### src/rtl/uart_tx_ctl.sv
// uart_tx_ctl: byte-wide valid/ready UART transmitter.
// It sends 8N1 or 8N2 frames, LSB first, at a baud rate set by parameters.
// Optional macro UART_TX_PARITY_EN adds a PARITY bit between DATA and STOP.
// With that macro, PARITY_ODD selects odd (1) or even (0) parity.
// All outputs are registered. Reset is synchronous and active-low on rst_pin.
module uart_tx_ctl #(
  parameter int unsigned CLOCK_RATE = 125_000_000,
  parameter int unsigned BAUD_RATE  = 115_200,
  parameter int unsigned STOP_BITS  = 1,
  parameter int unsigned PARITY_ODD = 0
) (
  input  logic       clk_pin,
  input  logic       rst_pin,
  input  logic [7:0] tx_data,
  input  logic       tx_valid,
  output logic       tx_ready,
  output logic       txd_pin,
  output logic       tx_busy
);

  localparam int unsigned DATA_W  = 8;
  localparam int unsigned IDX_W   = 3;
  localparam int unsigned DIVISOR = (CLOCK_RATE + (BAUD_RATE / 2)) / BAUD_RATE;
  localparam int unsigned CNT_W   = (DIVISOR > 1) ? $clog2(DIVISOR) : 1;

  localparam logic [CNT_W-1:0] CNT_LAST  = CNT_W'(DIVISOR - 1);
  localparam logic [IDX_W-1:0] DATA_LAST = IDX_W'(DATA_W - 1);
  localparam logic [IDX_W-1:0] STOP_LAST = IDX_W'(STOP_BITS - 1);

  localparam logic [2:0] IDLE   = 3'd0;
  localparam logic [2:0] START  = 3'd1;
  localparam logic [2:0] DATA   = 3'd2;
  localparam logic [2:0] STOP   = 3'd3;
`ifdef UART_TX_PARITY_EN
  localparam logic [2:0] PARITY = 3'd4;
`endif

  // Reject configurations that cannot produce a sensible bit period or frame.
  if (DIVISOR < 2) begin : g_bad_divisor
    $error("uart_tx_ctl: CLOCK_RATE/BAUD_RATE must round to at least 2");
  end
  if ((STOP_BITS != 1) && (STOP_BITS != 2)) begin : g_bad_stop_bits
    $error("uart_tx_ctl: STOP_BITS must be 1 or 2");
  end
  if (PARITY_ODD > 1) begin : g_bad_parity_odd
    $error("uart_tx_ctl: PARITY_ODD must be 0 or 1");
  end

  logic [2:0]        state_q, state_n;
  logic [CNT_W-1:0]  cnt_q, cnt_n;
  logic [IDX_W-1:0]  idx_q, idx_n;
  logic [DATA_W-1:0] shift_q, shift_n;
  logic              txd_n, ready_n, busy_n;
  logic              baud_done;
`ifdef UART_TX_PARITY_EN
  logic              parity_q, parity_n;
`endif

  // State, datapath and output registers, cleared by a synchronous reset.
  always_ff @(posedge clk_pin) begin
    if (!rst_pin) begin
      state_q  <= IDLE;
      cnt_q    <= '0;
      idx_q    <= '0;
      shift_q  <= '0;
      txd_pin  <= 1'b1;
      tx_ready <= 1'b0;
      tx_busy  <= 1'b0;
`ifdef UART_TX_PARITY_EN
      parity_q <= 1'b0;
`endif
    end else begin
      state_q  <= state_n;
      cnt_q    <= cnt_n;
      idx_q    <= idx_n;
      shift_q  <= shift_n;
      txd_pin  <= txd_n;
      tx_ready <= ready_n;
      tx_busy  <= busy_n;
`ifdef UART_TX_PARITY_EN
      parity_q <= parity_n;
`endif
    end
  end

  // Next state and next values of the registered outputs.
  // txd_n is the bit that goes onto the line in the following cycle.
  always_comb begin
    state_n   = state_q;
    cnt_n     = cnt_q;
    idx_n     = idx_q;
    shift_n   = shift_q;
    txd_n     = txd_pin;
    ready_n   = tx_ready;
    busy_n    = tx_busy;
`ifdef UART_TX_PARITY_EN
    parity_n  = parity_q;
`endif
    baud_done = (cnt_q == CNT_LAST);

    if (state_q != IDLE) begin
      cnt_n = baud_done ? '0 : cnt_q + 1'b1;
    end

    case (state_q)
      IDLE: begin
        txd_n   = 1'b1;
        ready_n = 1'b1;
        busy_n  = 1'b0;
        cnt_n   = '0;
        idx_n   = '0;
        if (tx_valid && tx_ready) begin
          state_n  = START;
          shift_n  = tx_data;
`ifdef UART_TX_PARITY_EN
          parity_n = (^tx_data) ^ 1'(PARITY_ODD);
`endif
          txd_n    = 1'b0;
          ready_n  = 1'b0;
          busy_n   = 1'b1;
        end
      end
      START: begin
        if (baud_done) begin
          state_n = DATA;
          idx_n   = '0;
          txd_n   = shift_q[0];
        end
      end
      DATA: begin
        if (baud_done) begin
          if (idx_q == DATA_LAST) begin
            idx_n   = '0;
`ifdef UART_TX_PARITY_EN
            state_n = PARITY;
            txd_n   = parity_q;
`else
            state_n = STOP;
            txd_n   = 1'b1;
`endif
          end else begin
            idx_n   = idx_q + 1'b1;
            shift_n = {1'b0, shift_q[DATA_W-1:1]};
            txd_n   = shift_q[1];
          end
        end
      end
`ifdef UART_TX_PARITY_EN
      PARITY: begin
        if (baud_done) begin
          state_n = STOP;
          idx_n   = '0;
          txd_n   = 1'b1;
        end
      end
`endif
      STOP: begin
        txd_n = 1'b1;
        if (baud_done) begin
          if (idx_q == STOP_LAST) begin
            state_n = IDLE;
            idx_n   = '0;
            ready_n = 1'b1;
            busy_n  = 1'b0;
          end else begin
            idx_n = idx_q + 1'b1;
          end
        end
      end
      default: begin
        state_n = IDLE;
        cnt_n   = '0;
        idx_n   = '0;
        txd_n   = 1'b1;
        ready_n = 1'b0;
        busy_n  = 1'b0;
      end
    endcase
  end

endmodule

### config.mk
export PLATFORM = sky130hd
export DESIGN_NAME = uart_tx_ctl
export DESIGN_NICKNAME = d
export VERILOG_FILES = /design/src/rtl/uart_tx_ctl.sv
export SDC_FILE = /design/constraint.sdc
export NUM_CORES = 1
export LEC_CHECK = 0
export BUFFER_PORTS_ARGS = -buffer_cell sky130_fd_sc_hd__buf_2
export CORE_ASPECT_RATIO = 0.75
export CORE_MARGIN = 1.5
export CORE_UTILIZATION = 40
export CTS_BUF_LIST = sky130_fd_sc_hd__clkbuf_2 sky130_fd_sc_hd__clkbuf_4 sky130_fd_sc_hd__clkbuf_8
export DETAILED_ROUTE_END_ITERATION = 10
export PLACE_DENSITY = 0.58
export SYNTH_ARGS = -nofsm -noshare
export SYNTH_HDL_FRONTEND = slang
export SYNTH_SLANG_ARGS = --single-unit
### constraint.sdc
create_clock -name clk_pin -period 2.04 [get_ports clk_pin]
set_clock_uncertainty 0.1 [all_clocks]
set_input_delay 0.102 -clock clk_pin [delete_from_list [all_inputs] [get_ports clk_pin]]
set_output_delay 0.102 -clock clk_pin [all_outputs]
set_load 0.01 [all_outputs]
==> run_results.csv <==
group,metric,value,unit
logic_synthesis,synth_area_leaders,"dfxtp_1 (38%), ha_1 (7.9%), mux2i_1 (6.3%), o211a_1 (5.6%), xor2_1 (4.9%)",
logic_synthesis,avgSynthCellArea,9.48,um^2
logic_synthesis,synth_top_cells_by_count,"dfxtp_1 (27), nor2_1 (14), nand3_1 (12), nand2_1 (10)",
global_route,track_usage,15.2,%
cts,cts_tree,"done",
drt,drt_pass1_iterations,4,
sta,fin_crit,1940,ps
logic_synthesis,yosys_warnings,0,
flow_run,max-cap-violations,0,
cells_and_area,synthToLayoutAreaGrowth,13.2,%
global_route,grt_start_max_net_pins,21,
floorplan,num_io_pins,14,
placement,dp_hpwl,2070,um
cells_and_area,nFillCells,303,
floorplan,die_height,54.6,um
cells_and_area,multi_input_area,831,um^2
logic_synthesis,synth_most_common_cell,"dfxtp_1",
setup_path,crit_required,2110,ps
setup_path,worstPathArrival,2010,ps
logic_synthesis,synth_top_area_cell,"dfxtp_1",
cts,clkLatencyLatePin,270,ps
power,switchingPower,0.629,mW
floorplan,die_width,71.9,um
power,p_leak,0.690,nW
floorplan,core_area,3330,um^2
power,p_total,1.76,mW
drt,drc,0,
global_route,antenna_found_initial,0,
cells_and_area,drive_gt1_share,18.0,%
cells_and_area,antennaDiodeCount,0,
setup_path,critPathKind,"reg -> reg",
logic_synthesis,synth_cell_types,42,
drt,ant_nets,0,
cts,path_clk_slew,90,ps
sta,finalSetupViolations,0,
status,status,"finished clean",
cts,cts_sinks,27,
logic_synthesis,synthCells,150,
sta,rsz0062_at_grt,"no",
setup_path,cp_common_cell,"inv_1",
setup_path,crit_slowest_cell,"or4_1",
power,swShare,35.8,%
drt,dr.first_iter.drc_count,29,
logic_synthesis,yosysTopAreaCellShare,38.0,%
placement,place_area,1550,um^2
logic_synthesis,synth_seq_cells,27,
power,pwr-share-seq,39.2,%
drt,avgRoutedWirePerCell,13.3,um
power,p_int,1.13,mW
sta,tightest_slew,426,ps
sta,layout_setup_ws,99.7,ps
cts,htreeDepth,1,
placement,portBuffers,13,
power,power.density,1090,nW/um^2
global_route,grt_pass1_wl,4560,um
cts,cts_buffers,3,
sta,clock.fmax,515,MHz
cells_and_area,nNetsFinal,188,
logic_synthesis,netlist_area,1420,um^2
sta,slew_viol_final,0,
power,ir_worst_vdd,0.576,mV
drt,drt-total-wl,2760,um
setup_path,crit_fanout,16,
drt,viasPerCell,5.29,
placement,dp_slack,115,ps
cells_and_area,seq_area,541,um^2
setup_path,cp-start-kind,"flip-flop",
setup_path,critPathCaptureType,"flip-flop",
logic_synthesis,async_reset_ff_share,0,%
sta,slew_headroom,71.5,%
sta,final.period_utilization,95.1,%
sta,whs,22.5,ps
logic_synthesis,synth_edf_count,0,
power,comb_power_share,42.9,%
logic_synthesis,yosysSeqAreaShare,38.0,%
cts,cts_buffer_depth,2,
sta,setup_tns,0,ps
global_route,grt_overflow,0,
worst_hold_path,hold_class,"in -> reg",
floorplan,initial_core_util,42.7,%
sta,hold_viol,0,
cells_and_area,final_area,1610,um^2
placement,place_congestion,0.839,
logic_synthesis,ys.flop_type,"dfxtp_1",
power,clkPwrFrac,17.9,%
drt,route.vias.total,1094,
floorplan,dieArea,3930,um^2
global_route,grt_pass1_vias,973,
floorplan,num_rows,18,
setup_path,path_cells,"inv_1, ha_1, buf_4, inv_1, o2bb2ai_1, or4_1, o211a_1",
cts,root_buffer,"clkbuf_8",
setup_path,slowest_delay,420,ps
logic_synthesis,synth_fp_nets,170,
==> per-stage QoR <==
stage | cells | util (%)
after detailed placement | 203 | 46.5
after floorplan | 150 | -
after global routing | 207 | 48.3
after global placement | 203 | 46.5
after CTS | 207 | 47.9
final | 207 | 48.3
==> kinds of logic after synthesis <==
logic type / after synthesis / share of synthesized area [%]
mux: 9 / 6.33
buf+inv: 14 / 4.49
fa+ha+maj: 9 / 7.92
flops: 27 / 38.0
simple gates: 55 / 20.4
compound gates: 27 / 17.3
xor+xnor: 9 / 5.54
==> registers in the layout, summed over array words and instances, names as in the netlist <==
name and count:
cnt_q 11, idx_q 3, shift_q 8, state_q 2, tx_busy 1, tx_ready 1, txd_pin 1
==> final cells by class <==
type                       instances  share of cell area [%]
timing repair buffer              19                    6.84
multi-input combinational        109                    51.6
inverter                           8                    1.86
clock buffer                       4                    3.03
sequential                        27                    33.6
tap                               40                    3.11
==> power groups by stage <==
stage,combinational (mW),clock (mW),sequential [mW]
floorplan,0.505,0,0.700
finish,0.755,0.315,0.690
global placement,0.713,0,0.699
global route,0.841,0.346,0.702
detailed placement,0.726,0,0.702
CTS,0.730,0.328,0.690
==> placed cells by master, fill, tap and decap left out, types with 2 or more instances in the layout <==
master / Yosys / final
buf_4: 0 / 6
ha_1: 9 / 9
nor3_2: 1 / 2
buf_2: 3 / 13
o21ai_0: 2 / 2
nor2_1: 14 / 14
a21boi_0: 3 / 3
clkbuf_8: 0 / 3
nand2_1: 10 / 10
o211a_1: 8 / 8
and3_1: 2 / 2
inv_1: 8 / 8
nand3b_1: 2 / 2
xor2_1: 8 / 8
nand3_1: 12 / 12
mux2i_1: 9 / 9
dfxtp_1: 27 / 27
nand4_1: 4 / 4
==> critical path: cells and delay by family (launching register included) <==
family / cells / cell delay [ps]
simple gates: 1 / 420
buf+inv: 3 / 410
flops: 1 / 400
compound gates: 2 / 280
fa+ha+maj: 1 / 220
==> final timing paths <==
path,from,endpoint,slack [ps],depth (start not counted)
worst max-delay path,state_q[0],state_q[0],100,7
worst max register to register,state_q[0],state_q[0],100,7
worst min-delay path,tx_valid,tx_busy,20,3
worst min register to register,tx_busy,tx_busy,360,2
==> layer usage <==
| layer | vias to the layer above | part of all wire [%] | global-route usage [%] |
|---|---|---|---|
| met3 | 2 | 3.2 | 4.60 |
| li1 | 571 | - | - |
| met5 | - | 0 | 0 |
| met2 | 15 | 40 | 22.5 |
| met1 | 506 | 56 | 21.7 |
| met4 | 0 | 0.73 | 3.77 |
==> timing repair <==
item | in CTS | in global routing
hold buffers | 0 | 0
endpoints found under the hold margin | 0 | 0
endpoints found under the setup margin | 0 | 2
setup buffers | 0 | 0
gates resized for setup | 0 | 2
Note: power is estimated with default switching activity, not from simulation.
